$ cat src/rtl/uart_alu_pkg.sv
// Shared definitions for the UART <-> ALU glue: FSM state encoding and ALU opcodes.
// The opcode constants are shared by the ALU and by anything that models it.
package uart_alu_pkg;

    localparam int NB_STATE = 3;

    typedef enum logic [NB_STATE-1:0] {
        WAIT_A  = 3'd0,
        WAIT_B  = 3'd1,
        WAIT_OP = 3'd2,
        EXEC    = 3'd3,
        SEND    = 3'd4
    } state_t;

    localparam logic [5:0] OP_ADD = 6'b100000;
    localparam logic [5:0] OP_SUB = 6'b100010;
    localparam logic [5:0] OP_AND = 6'b100100;
    localparam logic [5:0] OP_OR  = 6'b100101;
    localparam logic [5:0] OP_XOR = 6'b100110;
    localparam logic [5:0] OP_SRA = 6'b000011;
    localparam logic [5:0] OP_SRL = 6'b000010;
    localparam logic [5:0] OP_NOR = 6'b100111;

endpackage

$ cat src/rtl/interbyte_timer.sv
// Idle-gap counter between bytes of one frame; flags the last allowed idle cycle.
// Held at zero while disabled, restarted by clear.
module interbyte_timer #(
    parameter int TIMEOUT_CYCLES = 100000000,
    parameter int NB_TIMEOUT     = $clog2(TIMEOUT_CYCLES + 1)
) (
    input  logic clk,
    input  logic rst_n,
    input  logic clear,
    input  logic enable,
    output logic expired
);

    localparam logic [NB_TIMEOUT-1:0] LAST = NB_TIMEOUT'(TIMEOUT_CYCLES - 1);

    logic [NB_TIMEOUT-1:0] count;

    // A clear on the final cycle means a byte arrived in time, so no expiry.
    assign expired = enable && !clear && (count == LAST);

    always_ff @(posedge clk or negedge rst_n) begin
        if (!rst_n) begin
            count <= '0;
        end else if (clear || !enable || (count == LAST)) begin
            count <= '0;
        end else begin
            count <= count + NB_TIMEOUT'(1);
        end
    end

endmodule

$ cat src/rtl/uart_alu_interface.sv
// Assembles A, B, opcode from received bytes, presents them to the ALU and
// hands the registered result to the UART transmitter as a single byte.
module uart_alu_interface
    import uart_alu_pkg::*;
#(
    parameter int NB_DATA        = 8,
    parameter int NB_OPCODE      = 6,
    parameter int TIMEOUT_CYCLES = 100000000,
    parameter int NB_TIMEOUT     = $clog2(TIMEOUT_CYCLES + 1)
) (
    input  logic                 i_clock,
    input  logic                 i_reset,
    input  logic                 i_rx_data_valid,
    input  logic [NB_DATA-1:0]   i_rx_data,
    input  logic                 i_tx_done,
    input  logic [NB_DATA-1:0]   i_alu_result,
    output logic [NB_DATA-1:0]   o_data_a,
    output logic [NB_DATA-1:0]   o_data_b,
    output logic [NB_OPCODE-1:0] o_opcode,
    output logic [NB_DATA-1:0]   o_tx_data,
    output logic                 o_tx_start,
    output logic                 o_busy,
    output logic                 o_timeout,
    output logic [NB_STATE-1:0]  o_state
);

    // Handshake: i_rx_data_valid and i_tx_done are single-cycle pulses with no
    // back-pressure; o_tx_start is a single-cycle request and o_tx_data stays
    // stable until the matching i_tx_done. Bytes arriving while busy are dropped.

    state_t state, state_next;
    logic   load_a, load_b, load_op, load_tx, timeout_next;
    logic   timer_enable, timer_expired;

    assign timer_enable = (state == WAIT_B) || (state == WAIT_OP);
    assign o_busy       = (state == EXEC) || (state == SEND);
    assign o_state      = state;

    interbyte_timer #(
        .TIMEOUT_CYCLES(TIMEOUT_CYCLES),
        .NB_TIMEOUT    (NB_TIMEOUT)
    ) u_timer (
        .clk    (i_clock),
        .rst_n  (i_reset),
        .clear  (i_rx_data_valid),
        .enable (timer_enable),
        .expired(timer_expired)
    );

    always_comb begin
        state_next   = state;
        load_a       = 1'b0;
        load_b       = 1'b0;
        load_op      = 1'b0;
        load_tx      = 1'b0;
        timeout_next = 1'b0;
        case (state)
            WAIT_A: begin
                if (i_rx_data_valid) begin
                    load_a     = 1'b1;
                    state_next = WAIT_B;
                end
            end
            WAIT_B: begin
                if (i_rx_data_valid) begin
                    load_b     = 1'b1;
                    state_next = WAIT_OP;
                end else if (timer_expired) begin
                    timeout_next = 1'b1;
                    state_next   = WAIT_A;
                end
            end
            WAIT_OP: begin
                if (i_rx_data_valid) begin
                    load_op    = 1'b1;
                    state_next = EXEC;
                end else if (timer_expired) begin
                    timeout_next = 1'b1;
                    state_next   = WAIT_A;
                end
            end
            EXEC: begin
                load_tx    = 1'b1;
                state_next = SEND;
            end
            SEND: begin
                if (i_tx_done) begin
                    state_next = WAIT_A;
                end
            end
            default: state_next = WAIT_A;
        endcase
    end

    always_ff @(posedge i_clock or negedge i_reset) begin
        if (!i_reset) begin
            state      <= WAIT_A;
            o_data_a   <= '0;
            o_data_b   <= '0;
            o_opcode   <= '0;
            o_tx_data  <= '0;
            o_tx_start <= 1'b0;
            o_timeout  <= 1'b0;
        end else begin
            state      <= state_next;
            o_tx_start <= load_tx;
            o_timeout  <= timeout_next;
            if (load_a)  o_data_a  <= i_rx_data;
            if (load_b)  o_data_b  <= i_rx_data;
            if (load_op) o_opcode  <= i_rx_data[NB_OPCODE-1:0];
            if (load_tx) o_tx_data <= i_alu_result;
        end
    end

endmodule

$ cat config.mk
export PLATFORM = sky130hd
export DESIGN_NAME = uart_alu_interface
export DESIGN_NICKNAME = d
export VERILOG_FILES = /design/src/rtl/uart_alu_pkg.sv /design/src/rtl/interbyte_timer.sv /design/src/rtl/uart_alu_interface.sv
export SDC_FILE = /design/constraint.sdc
export NUM_CORES = 1
export LEC_CHECK = 0
export CELL_PAD_IN_SITES_DETAIL_PLACEMENT = 0
export CELL_PAD_IN_SITES_GLOBAL_PLACEMENT = 1
export CORE_ASPECT_RATIO = 0.7
export CORE_MARGIN = 2
export CORE_UTILIZATION = 43
export DETAILED_ROUTE_END_ITERATION = 6
export PLACE_DENSITY_LB_ADDON = 0.12
export SYNTH_ARGS = -nofsm -noshare
export SYNTH_HDL_FRONTEND = slang
export SYNTH_SLANG_ARGS = --single-unit
export TNS_END_PERCENT = 20
$ cat constraint.sdc
create_clock -name i_clock -period 2.9 [get_ports i_clock]
set_input_delay 0.29 -clock i_clock [delete_from_list [all_inputs] [get_ports i_clock]]
set_output_delay 0.29 -clock i_clock [all_outputs]
set_load 0.01 [all_outputs]
==> results.txt <==
----------------------------------------------------
[Route]
  Mean number of vias per cell ... 5.44
  Total iterations of the first detailed-routing run ... 4
  Final Routed Wirelength ... 6.17 mm
  Vias after detailed routing ... 2156
  Number of DRC violations after detailed-routing iteration 0 ... 102
  Remaining antenna violation count after routing ... 0
  Wire length per cell after detailed routing ... 15.6 um
  DRC violations left ... 0

[Power]
  Max rail drop VDD ... 452 uV
  Static leakage ... 1.51 nW
  Fraction of power consumed by combinational cells ... 34.4%
  Power share of the sequential group ... 37.8%
  Switching portion of total power ... 28.8%
  Fraction of power consumed by the clock network ... 27.8%
  Cell Int Power ... 2.41 mW
  Power per cell area ... 911 nW/um2
  Sw power ... 0.973 mW

[Synth]
  Synth warnings ... 0
  Asr flop ratio synth ... 100%
  Simple-Gate Fraction of Synth Area ... 22.4%
  Post-Synth Adder-Cell Area ... 0.440%
  Post-synthesis register bit count ... 62
  Library cells used by synthesis ... 39
  Mean area per synthesized cell ... 11.2 um2
  Share of synthesized area occupied by flip-flops and latches ... 54.5%
  Proportion of synthesized area in mux cells ... 8.70%
  Number of cells produced by synthesis ... 255
  Largest family of logic cells by synthesized area ... simple AND/OR/NAND/NOR gates
  XOR/XNOR Fraction of Synth Area ... 3.69%
  Primary FF master, synth ... sky130_fd_sc_hd__dfrtp_1
  Cell area after technology mapping ... 2850 um2
  Number of flops mapped to enable cells by yosys ... 0
  Post-Syn Nets ... 276
  Post-synthesis compound-gate area fraction ... 7.52%

[Global routing]
  Number of antenna violations at the first check in global routing ... 0
  Overall routing resource usage ... 18.3%
  Number of global-route vias before repair ... 2093
  Largest net degree at the start of global routing ... 31
  Grt total ovfl ... 0
  Wire length of the first global-routing pass ... 10.3 mm

[Die]
  Horizontal die dimension ... 101 um
  Number of ports placed on the die boundary ... 56
  Effective utilization at floorplan ... 45.1%
  Area of the core ... 6310 um2
  Vertical die dimension ... 72.1 um
  Number of rows created at floorplan ... 24
  Full die area ... 7300 um2

[CTS]
  Number of setup buffers added after CTS ... 0
  Cts-stage hold buffer count ... 0
  Root Buffer Master ... sky130_fd_sc_hd__clkbuf_8
  Number of H-tree levels ... 3
  Post-CTS clock slew at the launch and capture registers of the worst setup and hold paths ... 70 ps
  Clock insertion delay at the later pin of the skew report ... 340 ps
  Clock buffers created by TritonCTS ... 9
  Buffers from clock root to sink, at most ... 2
  Gates resized, CTS repair ... 0
  TritonCTS clock tree ... built
  Sink Count ... 62

[STA]
  Final Skew ... 6.69 ps
  Final slew viol count ... 0
  Hold_ws ... -15.1 ps
  Final hold violation count ... 28
  Normalized max-slew margin ... 29.8%
  Fraction of the cycle the final worst path needs ... 73.4%
  Highest clock frequency the design can meet ... 470 MHz
  Time the final worst path needs with I/O delays and setup ... 2130 ps
  Final total negative setup slack ... 0 ps
  Slew at the pin with the worst max-slew slack ... 1050 ps
  Unrepaired setup endpoints after global routing ... false
  Final setup violation count ... 0

[Setup path]
  Critical Setup Path Class ... reg -> reg
  Crit. End Element ... flip-flop
  Worst Setup EP ... u_timer.count[26]
  Max Fanout on Critical Path ... 13
  Kind of start point of the critical path ... flip-flop
  Setup slack of the worst register-to-register path ... 770 ps
  Reg-to-Reg Start ... u_timer.count[0]
  End of the worst register-to-register path ... u_timer.count[26]
  Crit path DAT ... 2370 ps
  Logic depth of the worst register-to-register path ... 5
  Start point of the critical path ... u_timer.count[0]
  Data required, critical path ... 3140 ps

[Final layout]
  Layout cells sized above 1 ... 16.7%
  Post-layout utilization of the core ... 58.8%
  Growth of design area from synthesis to finish ... 30.3%
  Sequential cell area in the final layout ... 1550 um2
  Multi-input combinational cell area ... 1220 um2
  Number of fillers in the final layout ... 562
  Most common cell after layout, fill and taps aside ... sky130_fd_sc_hd__dfrtp_1
  Leading cell types in the layout, fill and taps excluded ... sky130_fd_sc_hd__dfrtp_1 (62), sky130_fd_sc_hd__clkdlybuf4s50_1 (54), sky130_fd_sc_hd__nand2_1 (35)
  Antenna cell count ... 0
  Final-stage net count ... 334

[Run status]
  Outcome ... finished with violations
  Violations in the final reports ... negative hold slack

[Worst hold path]
  Worst hold path class ... in -> async

[Job]
  Max Cap Violations ... 0

[Placed design]
  Final HPWL DP ... 4.31 mm
  Final weighted congestion in routability-driven placement ... 0.754
  Number of buffer cells added on primary ports ... 55

----------------------------------------------------
==> critical path, stage by stage, from the launching register on <==
cell and delay, ps:
sky130_fd_sc_hd__dfrtp_1 400, sky130_fd_sc_hd__ha_1 210, sky130_fd_sc_hd__and3_1 310, sky130_fd_sc_hd__nand4_2 320, sky130_fd_sc_hd__or4_1 560, sky130_fd_sc_hd__a211oi_1 230
==> Yosys cell counts (2+ instances only) <==
cell type / count / share of area, %
sky130_fd_sc_hd__nand4_1: 4 / 0.88
sky130_fd_sc_hd__nor2_1: 6 / 0.79
sky130_fd_sc_hd__nor3_1: 11 / 1.9
sky130_fd_sc_hd__a211oi_1: 11 / 2.9
sky130_fd_sc_hd__nor3b_1: 2 / 0.53
sky130_fd_sc_hd__nand3_1: 13 / 2.3
sky130_fd_sc_hd__inv_1: 2 / 0.26
sky130_fd_sc_hd__nand2b_1: 2 / 0.44
sky130_fd_sc_hd__xor2_1: 6 / 1.8
sky130_fd_sc_hd__nand2_1: 35 / 4.6
sky130_fd_sc_hd__dfrtp_1: 62 / 55
sky130_fd_sc_hd__a211oi_2: 2 / 0.88
sky130_fd_sc_hd__xnor2_1: 6 / 1.8
sky130_fd_sc_hd__nand4_2: 2 / 0.88
sky130_fd_sc_hd__o31ai_1: 6 / 1.6
sky130_fd_sc_hd__nor4_1: 3 / 0.66
sky130_fd_sc_hd__nor3_2: 3 / 1.1
sky130_fd_sc_hd__o21ai_0: 10 / 1.8
sky130_fd_sc_hd__mux2_2: 22 / 8.7
sky130_fd_sc_hd__clkbuf_1: 4 / 0.53
sky130_fd_sc_hd__or3_1: 9 / 2.0
sky130_fd_sc_hd__and3_1: 5 / 1.1
sky130_fd_sc_hd__or4_1: 5 / 1.3
sky130_fd_sc_hd__buf_2: 8 / 1.4
sky130_fd_sc_hd__nor4b_1: 2 / 0.62
==> sequential cells by signal, summed over array words and instances (netlist names) <==
signal / count
o_data_b: 8
u_timer.count: 27
o_tx_data: 8
o_state: 3
o_opcode: 6
o_data_a: 8
o_timeout: 1
o_tx_start: 1
==> power by group through the flow <==
| stage | Combinational [mW] | Sequential (mW) | Clock (mW) |
|---|---|---|---|
| after floorplan | 0.456 | 1.37 | 0 |
| after global placement | 1.16 | 1.29 | 0 |
| after detailed placement | 1.18 | 1.30 | 0 |
| after CTS | 1.18 | 1.28 | 0.962 |
| after global routing | 1.26 | 1.32 | 0.996 |
| final | 1.16 | 1.28 | 0.939 |
==> per-stage QoR <==
step	instances	instance area [um2]	power, mW	setup WS, ps	hold WS [ps]
3_5_place_dp	380	3460	2.48	747	374
6_report	396	3710	3.38	772	-15.1
4_1_cts	396	3710	3.43	765	5.99
3_3_place_gp	380	3460	2.45	840	361
2_1_floorplan	255	2850	1.83	1150	-5.59
5_1_grt	396	3710	3.58	594	27.8
==> how the worst min path moves through the flow <==
stage,startpoint,end,slack [ps],cells after the start
final,i_reset,o_timeout,-20,1
after global routing,i_reset,o_timeout,30,1
after CTS,i_reset,o_timeout,6,1
after detailed placement,i_reset,u_timer.count[9],370,1
after global placement,i_reset,o_timeout,360,1
after floorplan,i_reset,o_data_a[0],-6,0
==> final cells by class <==
cell class,instances,area share (%)
Clock buffer,13,4.28
Sequential cell,62,41.8
Clock inverter,3,2.43
Timing Repair Buffer,60,15.7
Multi-Input combinational cell,177,32.8
Tap cell,78,2.63
Inverter,3,0.304
==> logic make-up after synthesis <==
group	Yosys count
fa+ha+maj	1
mux	22
flops	62
simple gates	111
compound gates	31
xor+xnor	12
buf+inv	16
==> metal layers <==
metal  vias to the layer above  wire (um)  track usage [%]  share of wire (%)
met5                         -          0                0                  0
met4                         0         39             5.41               0.63
met3                         4        281             5.88                4.6
met1                      1054       3030             25.8                 49
li1                       1047          -                -                  -
met2                        51       2820             27.3                 46
(Power assumes the default switching activity.)
